`src/rtl/axis_capture_sequencer_if.sv`:
```
// AXI4-Stream bundle used by axis_capture_sequencer for both the source and DMA sides.
interface axis_capture_sequencer_if #(
    parameter int DATA_W = 32
) ();
    logic              tvalid;
    logic              tready;
    logic              tlast;
    logic [DATA_W-1:0] tdata;

    modport master (output tvalid, output tdata, output tlast, input  tready);
    modport slave  (input  tvalid, input  tdata, input  tlast, output tready);
endinterface

```
`src/rtl/axis_capture_sequencer.sv`:
```
// Gates a free-running stream into counted, DMA-armed packets with internal TLAST.
// Optional: define CAPTURE_DROP_CNT_EN for a saturating count of discarded words.
module axis_capture_sequencer #(
    parameter int DATA_W   = 32,
    parameter int WCNT_W   = 24,
    parameter int PCNT_W   = 16,
    parameter int CRED_MAX = 15
) (
    input  logic                        aclk,
    input  logic                        aresetn,
    input  logic                        start,
    input  logic                        abort,
    input  logic [WCNT_W-1:0]           cfg_words_per_pkt,
    input  logic [PCNT_W-1:0]           cfg_num_pkts,
    input  logic                        dma_arm,
    axis_capture_sequencer_if.slave     s_axis,
    axis_capture_sequencer_if.master    m_axis,
    output logic                        busy,
    output logic                        done_irq,
    output logic [PCNT_W-1:0]           pkt_count,
    output logic [31:0]                 drop_count
);
    localparam int CW = $clog2(CRED_MAX + 1);

    typedef enum logic [1:0] {IDLE, WAIT_ARM, STREAM, DONE} state_t;

    state_t              r_state, w_state_nx;
    logic [WCNT_W-1:0]   r_wcnt;
    logic [WCNT_W-1:0]   r_wpp_m1;
    logic [PCNT_W-1:0]   r_npkts;
    logic [PCNT_W-1:0]   r_pkt_count;
    logic [CW-1:0]       r_cred;
    logic                r_abort_pend;

    logic                w_stream;
    logic                w_last;
    logic                w_hs;
    logic                w_last_hs;
    logic                w_arm_ok;
    logic                w_cred_inc;
    logic                w_run_end;
    logic                w_start_ok;
    logic [PCNT_W-1:0]   w_pkt_inc;
    logic [DATA_W-1:0]   w_data;

    assign w_stream   = (r_state == STREAM);
    assign w_start_ok = (r_state == IDLE) && start;
    assign w_last     = (r_wcnt == r_wpp_m1);
    assign w_hs       = w_stream && s_axis.tvalid && m_axis.tready;
    assign w_last_hs  = w_hs && w_last;
    assign w_arm_ok   = (r_state == WAIT_ARM) && !abort && ((r_cred != '0) || dma_arm);
    assign w_cred_inc = dma_arm && (r_state != IDLE);
    assign w_pkt_inc  = r_pkt_count + PCNT_W'(1);
    assign w_run_end  = (r_npkts != '0) && (w_pkt_inc == r_npkts);
    assign w_data     = s_axis.tdata;

    always_ff @(posedge aclk) begin
        if (!aresetn) r_state <= IDLE;
        else          r_state <= w_state_nx;
    end

    always_comb begin
        w_state_nx     = r_state;
        m_axis.tvalid  = 1'b0;
        m_axis.tlast   = 1'b0;
        m_axis.tdata   = w_data;
        s_axis.tready  = 1'b1;
        busy           = (r_state != IDLE);
        done_irq       = 1'b0;
        case (r_state)
            IDLE:     if (start) w_state_nx = WAIT_ARM;
            WAIT_ARM: begin
                if (abort)         w_state_nx = DONE;
                else if (w_arm_ok) w_state_nx = STREAM;
            end
            STREAM: begin
                m_axis.tvalid = s_axis.tvalid;
                m_axis.tlast  = w_last;
                s_axis.tready = m_axis.tready;
                // A pending abort is only acted on at a packet boundary.
                if (w_last_hs) w_state_nx = (r_abort_pend || abort || w_run_end) ? DONE : WAIT_ARM;
            end
            DONE: begin
                done_irq   = 1'b1;
                w_state_nx = IDLE;
            end
            default:  w_state_nx = IDLE;
        endcase
    end

    always_ff @(posedge aclk) begin
        if (!aresetn) begin
            r_wcnt       <= '0;
            r_wpp_m1     <= '0;
            r_npkts      <= '0;
            r_pkt_count  <= '0;
            r_cred       <= '0;
            r_abort_pend <= 1'b0;
        end else if (w_start_ok) begin
            r_wcnt       <= '0;
            r_wpp_m1     <= (cfg_words_per_pkt == '0) ? '0 : cfg_words_per_pkt - WCNT_W'(1);
            r_npkts      <= cfg_num_pkts;
            r_pkt_count  <= '0;
            r_cred       <= '0;
            r_abort_pend <= 1'b0;
        end else begin
            if (w_arm_ok)  r_wcnt <= '0;
            else if (w_hs) r_wcnt <= r_wcnt + WCNT_W'(1);

            if (w_last_hs) r_pkt_count <= w_pkt_inc;

            if (r_state == DONE)          r_abort_pend <= 1'b0;
            else if (w_stream && abort)   r_abort_pend <= 1'b1;

            // Arm and consume in the same cycle cancel out, even when saturated.
            if (w_cred_inc && !w_arm_ok) begin
                if (r_cred != CW'(CRED_MAX)) r_cred <= r_cred + CW'(1);
            end else if (!w_cred_inc && w_arm_ok) begin
                r_cred <= r_cred - CW'(1);
            end
        end
    end

    assign pkt_count = r_pkt_count;

`ifdef CAPTURE_DROP_CNT_EN
    logic [31:0] r_drop;

    always_ff @(posedge aclk) begin
        if (!aresetn || w_start_ok)                       r_drop <= '0;
        else if (!w_stream && s_axis.tvalid && r_drop != '1) r_drop <= r_drop + 32'd1;
    end

    assign drop_count = r_drop;
`else
    assign drop_count = '0;
`endif

endmodule

```
`src/flat_wrapper.sv`:
```
// flat-port wrapper written by rule: the top's interface ports become plain ports
module axis_capture_sequencer_flat 
#(
    parameter int DATA_W   = 32,
    parameter int WCNT_W   = 24,
    parameter int PCNT_W   = 16,
    parameter int CRED_MAX = 15
)
  (aclk, aresetn, start, abort, cfg_words_per_pkt, cfg_num_pkts, dma_arm, busy, done_irq, pkt_count, drop_count, s_axis_tvalid, s_axis_tdata, s_axis_tlast, s_axis_tready, m_axis_tvalid, m_axis_tdata, m_axis_tlast, m_axis_tready);
  axis_capture_sequencer_if #(.DATA_W(DATA_W)) s_axis_i ();
  axis_capture_sequencer_if #(.DATA_W(DATA_W)) m_axis_i ();
  input  logic aclk;
  input  logic aresetn;
  input  logic start;
  input  logic abort;
  input  logic [WCNT_W-1:0] cfg_words_per_pkt;
  input  logic [PCNT_W-1:0] cfg_num_pkts;
  input  logic dma_arm;
  output logic busy;
  output logic done_irq;
  output logic [PCNT_W-1:0] pkt_count;
  output logic [31:0] drop_count;
  input wire logic [$bits(s_axis_i.tvalid)-1:0] s_axis_tvalid;
  input wire logic [$bits(s_axis_i.tdata)-1:0] s_axis_tdata;
  input wire logic [$bits(s_axis_i.tlast)-1:0] s_axis_tlast;
  output wire logic [$bits(s_axis_i.tready)-1:0] s_axis_tready;
  output wire logic [$bits(m_axis_i.tvalid)-1:0] m_axis_tvalid;
  output wire logic [$bits(m_axis_i.tdata)-1:0] m_axis_tdata;
  output wire logic [$bits(m_axis_i.tlast)-1:0] m_axis_tlast;
  input wire logic [$bits(m_axis_i.tready)-1:0] m_axis_tready;
  assign s_axis_i.tvalid = s_axis_tvalid;
  assign s_axis_i.tdata = s_axis_tdata;
  assign s_axis_i.tlast = s_axis_tlast;
  assign s_axis_tready = s_axis_i.tready;
  assign m_axis_tvalid = m_axis_i.tvalid;
  assign m_axis_tdata = m_axis_i.tdata;
  assign m_axis_tlast = m_axis_i.tlast;
  assign m_axis_i.tready = m_axis_tready;
  axis_capture_sequencer #(.DATA_W(DATA_W), .WCNT_W(WCNT_W), .PCNT_W(PCNT_W), .CRED_MAX(CRED_MAX)) u_core (.aclk(aclk), .aresetn(aresetn), .start(start), .abort(abort), .cfg_words_per_pkt(cfg_words_per_pkt), .cfg_num_pkts(cfg_num_pkts), .dma_arm(dma_arm), .s_axis(s_axis_i), .m_axis(m_axis_i), .busy(busy), .done_irq(done_irq), .pkt_count(pkt_count), .drop_count(drop_count));
endmodule
```
`config.mk`:
```
export PLATFORM = sky130hd
export DESIGN_NAME = axis_capture_sequencer_flat
export DESIGN_NICKNAME = d
export VERILOG_FILES = /design/src/rtl/axis_capture_sequencer_if.sv /design/src/rtl/axis_capture_sequencer.sv /design/src/flat_wrapper.sv
export SDC_FILE = /design/constraint.sdc
export NUM_CORES = 1
export LEC_CHECK = 0
export BUFFER_PORTS_ARGS = -buffer_cell sky130_fd_sc_hd__buf_2
export CORE_MARGIN = 2
export CORE_UTILIZATION = 32
export DETAILED_ROUTE_END_ITERATION = 8
export PLACE_DENSITY_LB_ADDON = 0.25
export RECOVER_POWER = 50
export SETUP_SLACK_MARGIN = 0.5
export SYNTH_ARGS = -nofsm -noshare
export SYNTH_HDL_FRONTEND = slang
export SYNTH_SLANG_ARGS = --single-unit
```
`constraint.sdc`:
```
create_clock -name aclk -period 2.03 [get_ports aclk]
set_input_delay 0 -clock aclk [delete_from_list [all_inputs] [get_ports aclk]]
set_output_delay 0 -clock aclk [all_outputs]
set_load 0.01 [all_outputs]
```
; ---- Yosys cells after proc, flatten, opt, wreduce, memory -nomap -nowiden
; Cells that the tools add are included.
[op_classes]
n_eq_ne = 10
muxes = 14
n_reduce_logical = 28
n_addsub = 5
n_bitwise = 1
[op_table]
columns = operator, n
row1 = $add 24x1->24 const B, 1
row2 = $eq 24x24->1, 1
row3 = $logic_not 24->1, 1
row4 = $mux 24, 1
row5 = $sub 24x1->24 const B, 1
row6 = $add 16x1->16 const B, 1
row7 = $eq 16x16->1, 1
row8 = $reduce_bool 16->1, 1
row9 = $mux 4, 3
row10 = $logic_and 1x1->1, 11
row11 = $mux 2, 5
row12 = $pmux 2 s4, 1
row13 = $ne 2x2->1 const B, 3
row14 = $reduce_or 3->1, 2
row15 = $add 4x1->4 const B, 1
row16 = $eq 2x2->1 const B, 2
row17 = $mux 1, 4
row18 = $ne 4x4->1 const B, 1
row19 = $reduce_bool 2->1, 2
row20 = $reduce_bool 4->1, 1
row21 = $sub 4x1->4 const B, 1
row22 = $logic_not 1->1, 3
row23 = $logic_or 1x1->1, 3
row24 = $ne 3x2->1 const B, 1
row25 = other kinds (6), 6
[totals]
output_inout_bits = 85
inputBits = 80
reg_bits = 87
word_cells = 65

; ---- Logic depth before layout (Yosys ltp)
[logic_depth]
ltp_word = 7
depth_mapped = 10
mapped_depth_nobuf = 9

; ---- Worst setup path before layout
; OpenSTA, ideal clock, no wires.
[synth_path]
kind = reg2reg
startpoint = reg u_core.r_pkt_count[0], in the netlist u_core.pkt_count[0]
endpoint = reg u_core.r_state[1]
arrival_time_ns = 2.114
required_time_ns = 1.929
setup_slack_ns = -0.185
setup_ns = 0.101
path_stages_with_launch = 8
path_cell_list = dfxtp_1 > ha_1 > nand3_4 > nor4_4 > mux2_2 > mux2i_1 > a22oi_1 > o41ai_1
[synth_via]
elab_chain_len = 7
[synth_lines]
columns = element, line_no
row1 = from (decl), axis_capture_sequencer.sv:31  ; logic [PCNT_W-1:0] r_pkt_count;
row2 = from (signal assigned), axis_capture_sequencer.sv:110  ; if (w_last_hs) r_pkt_count <= w_pkt_inc;
row3 = $add 16x1->16, axis_capture_sequencer.sv:53  ; assign w_pkt_inc = r_pkt_count + PCNT_W'(1);
row4 = $eq 16x16->1, axis_capture_sequencer.sv:54  ; assign w_run_end = (r_npkts != '0) && (w_pkt_inc == r_npkts);
row5 = $logic_and 1x1->1, axis_capture_sequencer.sv:54
row6 = $logic_or 1x1->1, axis_capture_sequencer.sv:81  ; if (w_last_hs) w_state_nx = (r_abort_pend || abort || w_run_end) ? DONE : WAIT_ARM;
row7 = $mux 2 (2 in a row), axis_capture_sequencer.sv:81
row8 = $pmux 2 s4, axis_capture_sequencer.sv:70  ; case (r_state)
row9 = to (signal assigned), axis_capture_sequencer.sv:59  ; else r_state <= w_state_nx;
row10 = to (decl), axis_capture_sequencer.sv:27  ; state_t r_state, w_state_nx;
; No other way between the ends. The select of a mux whose other input is x is not followed.
; A chain may end at the register's enable or synchronous reset.

; ---- Final worst setup path
[layout_path]
startpoint = reg u_core.r_wcnt[15]
endpoint = reg u_core.r_pkt_count[9], in the netlist u_core.pkt_count[9]
[layout_via]
elab_chain_len = 2
[layout_lines]
columns = element, line_no
row1 = from (decl), axis_capture_sequencer.sv:28  ; logic [WCNT_W-1:0] r_wcnt;
row2 = from (signal assigned), axis_capture_sequencer.sv:108  ; else if (w_hs) r_wcnt <= r_wcnt + WCNT_W'(1);
row3 = $eq 24x24->1, axis_capture_sequencer.sv:48  ; assign w_last = (r_wcnt == r_wpp_m1);
row4 = $logic_and 1x1->1, axis_capture_sequencer.sv:50  ; assign w_last_hs = w_hs && w_last;
; No other way between the ends.

==> flow_summary.json <==
{
  "synth_cell_type_count": 65,
  "syn_area_um2": 5360,
  "clock_path_buffers": 2,
  "cts_buffers": 9,
  "synth.mux.area_fraction": 0.0171,
  "yosysTopAreaCell": "dfxtp_1",
  "clkLatencyLatePin_ns": 0.35,
  "nets": 862,
  "grt_overflow": 0,
  "dp_cells": 926,
  "core_um2": 16500,
  "outcome": "finished clean",
  "via_per_inst": 4.82,
  "instances_no_fill": 1001,
  "globalplace.congestion": 0.827,
  "place_hpwl_um": 10800,
  "synth_edf_count": 0,
  "tightest_slew_ns": 0.575,
  "skew_ns": 0.0129,
  "io_pins": 165,
  "switching_share": 0.300,
  "power.leakage_nw": 3.00,
  "startpoint": "u_core.r_wcnt[15]",
  "finalCritPeriodShare": 0.974,
  "syn_area_per_cell_um2": 8.30,
  "wl_per_cell_um": 14.9,
  "ff2ff_path_depth": 8,
  "totalWireLength_um": 14900,
  "rsz0062_at_grt": "true",
  "reg2reg_to": "u_core.pkt_count[9]",
  "dp_slack_ns": 0.0295,
  "p_per_area_nw_per_um2": 626,
  "hp-class": "input pin to primary output",
  "start_util": 0.325,
  "slew_headroom": 0.617,
  "power.total_mw": 4.55,
  "drive_gt1_frac": 0.332,
  "crit_end": "u_core.pkt_count[9]",
  "crit_fanout": 6,
  "whs_ns": 0.00000443,
  "synth_warnings": 0,
  "tns_ns": 0,
  "synth_commonest_cells": "dfxtp_1, nand2_1, buf_4, nor2_1, xor2_1",
  "hold_violations": 0,
  "comb_power_share": 0.213,
  "final-max-slew-violation-count": 0,
  "die_h_um": 133,
  "setup_violations": 0,
  "n_fill_cell": 1660,
  "maxCapViolCount": 0,
  "h-tree-depth": 3,
  "ys.flop_type": "dfxtp_1",
  "max_freq_mhz": 506,
  "async_reset_ff_frac": 0,
  "synth-compound-area-share": 0.106,
  "clkPwrFrac": 0.377,
  "critPathKind": "flip-flop to flip-flop",
  "yosys.area_share.simple": 0.259,
  "setup_ws_ns": 0.0537,
  "synth_top_family_by_area": "simple AND/OR/NAND/NOR gates",
  "seq_power_share": 0.411,
  "min_path_cells": 0,
  "rows": 47,
  "crit_path_end_kind": "flip-flop",
  "regToRegSetupSlack_ns": 0.05,
  "clock-sinks": 87,
  "vias": 4826,
  "die_area_um2": 17800,
  "syn2layout_area_growth_pct": 35.8,
  "postRouteAntennaNets": 0,
  "grt_pass1_wl_um": 23600,
  "ys_top_cells_by_area": "dfxtp_1, buf_4, xor2_1, xnor2_1, nand2_1",
  "drtPass1Iterations": 4,
  "yosys_register_bits": 87,
  "p_int_mw": 3.19,
  "yosys.area.top_type_share": 0.325,
  "drtIter0Drc": 209,
  "p_switching_mw": 1.36,
  "antenna_found_initial": 0,
  "start_kind": "flip-flop",
  "synth_cells": 645,
  "tritoncts": "done",
  "crit_arrival_ns": 2.22,
  "chipWidth_um": 133,
  "synth_xor_xnor_area_share": 0.155,
  "track_usage": 0.167,
  "grt_max_degree": 25,
  "ir_drop_uv": 411,
  "required_ns": 2.27,
  "diodes": 0,
  "cts.reportedPaths.clkPinSlew_ns": 0.07,
  "fin_crit_ns": 1.98,
  "root_buffer": "clkbuf_16",
  "yosysSeqAreaShare": 0.325,
  "drc": 0,
  "port_buffers": 67,
  "synthAdderAreaFrac": 0.0154,
  "grt_pass1_vias": 4719,
  "r2r-start": "u_core.r_wcnt[15]"
}
-- critical path: stages, from the launching register on --
cell and delay (ns):
dfxtp_2 0.33, xor2_1 0.17, nor4_2 0.33, nand2_2 0.21, buf_6 0.17, buf_6 0.13, nor4_4 0.28, xnor2_1 0.16
nor2_1 0.07
-- worst min-delay path by stage --
stage | start | to
global placement | s_axis_tdata[17] | m_axis_tdata[17]
floorplan | s_axis_tdata[0] | m_axis_tdata[0]
CTS | s_axis_tdata[17] | m_axis_tdata[17]
finish | s_axis_tdata[10] | m_axis_tdata[10]
detailed placement | s_axis_tdata[17] | m_axis_tdata[17]
global route | s_axis_tdata[29] | m_axis_tdata[29]
-- per-stage QoR --
stage               utilization  cell area (um2)
finish                    0.442             7270
global route              0.442             7270
CTS                       0.431             7100
detailed placement        0.368             6060
global placement          0.368             6060
floorplan                     -             5720
-- final cells by class --
class                           instances  area [um2]  area share
Clock inverter                          6        73.8      0.0102
Sequential cell                        87        1790       0.246
Tap cell                              220         275      0.0379
Timing Repair Buffer                  173        1250       0.172
Clock buffer                           10         229      0.0315
Inverter                                9        33.8     0.00465
Multi-Input combinational cell        496        3610       0.497
-- cells in the final DEF (no fill, tap or decap), drive strengths merged, types with 17 or more instances in the layout --
master       netlist  final
buf               71    131
nand3             20     20
nor2              65     65
a21boi            17     17
clkbuf            16     25
nand2             87     87
dfxtp             87     87
xnor2             43     43
conb               1     32
dlygate4sd3        0     27
o21ai             30     33
nor4              22     22
nand4             18     18
xor2              52     52
-- flip-flops by register name, indices dropped and copies added (netlist names) --
name                 cells
u_core.r_wcnt           24
u_core.r_wpp_m1         24
u_core.pkt_count        16
u_core.r_npkts          16
u_core.r_cred            4
u_core.r_state           2
u_core.r_abort_pend      1
-- kinds of logic (layout without fill, tap and decap cells) --
kind of cell,Yosys count,count (layout)
buf+inv,96,198
compound gates,84,87
other cells,1,32
mux,9,9
flops,87,87
fa+ha+maj,6,6
simple gates,267,267
xor+xnor,95,95
-- per-layer routing --
metal	share of wire	global-route usage	vias up
li1	-	-	2386
met1	0.42	0.201	2287
met2	0.51	0.297	124
met3	0.042	0.0335	29
met4	0.021	0.0561	0
met5	0	0	-
-- power groups by stage --
stage	clock network [mW]	logic (mW)	registers (mW)
after CTS	1.76	0.912	1.87
final	1.71	0.969	1.87
after detailed placement	0	0.685	1.91
after floorplan	0	0.588	1.88
after global routing	1.82	1.05	1.88
after global placement	0	0.665	1.91
-- timing repair --
action | in CTS | in global routing
endpoints found under the setup margin | 90 | 82
endpoints found under the hold margin | 27 | 0
gates cloned | 3 | 0
buffers inserted | 21 | 8
resized for setup | 60 | 37
hold buffers | 27 | 0
pin swaps | 34 | 30
No activity file was read; power rests on OpenSTA's default activity.
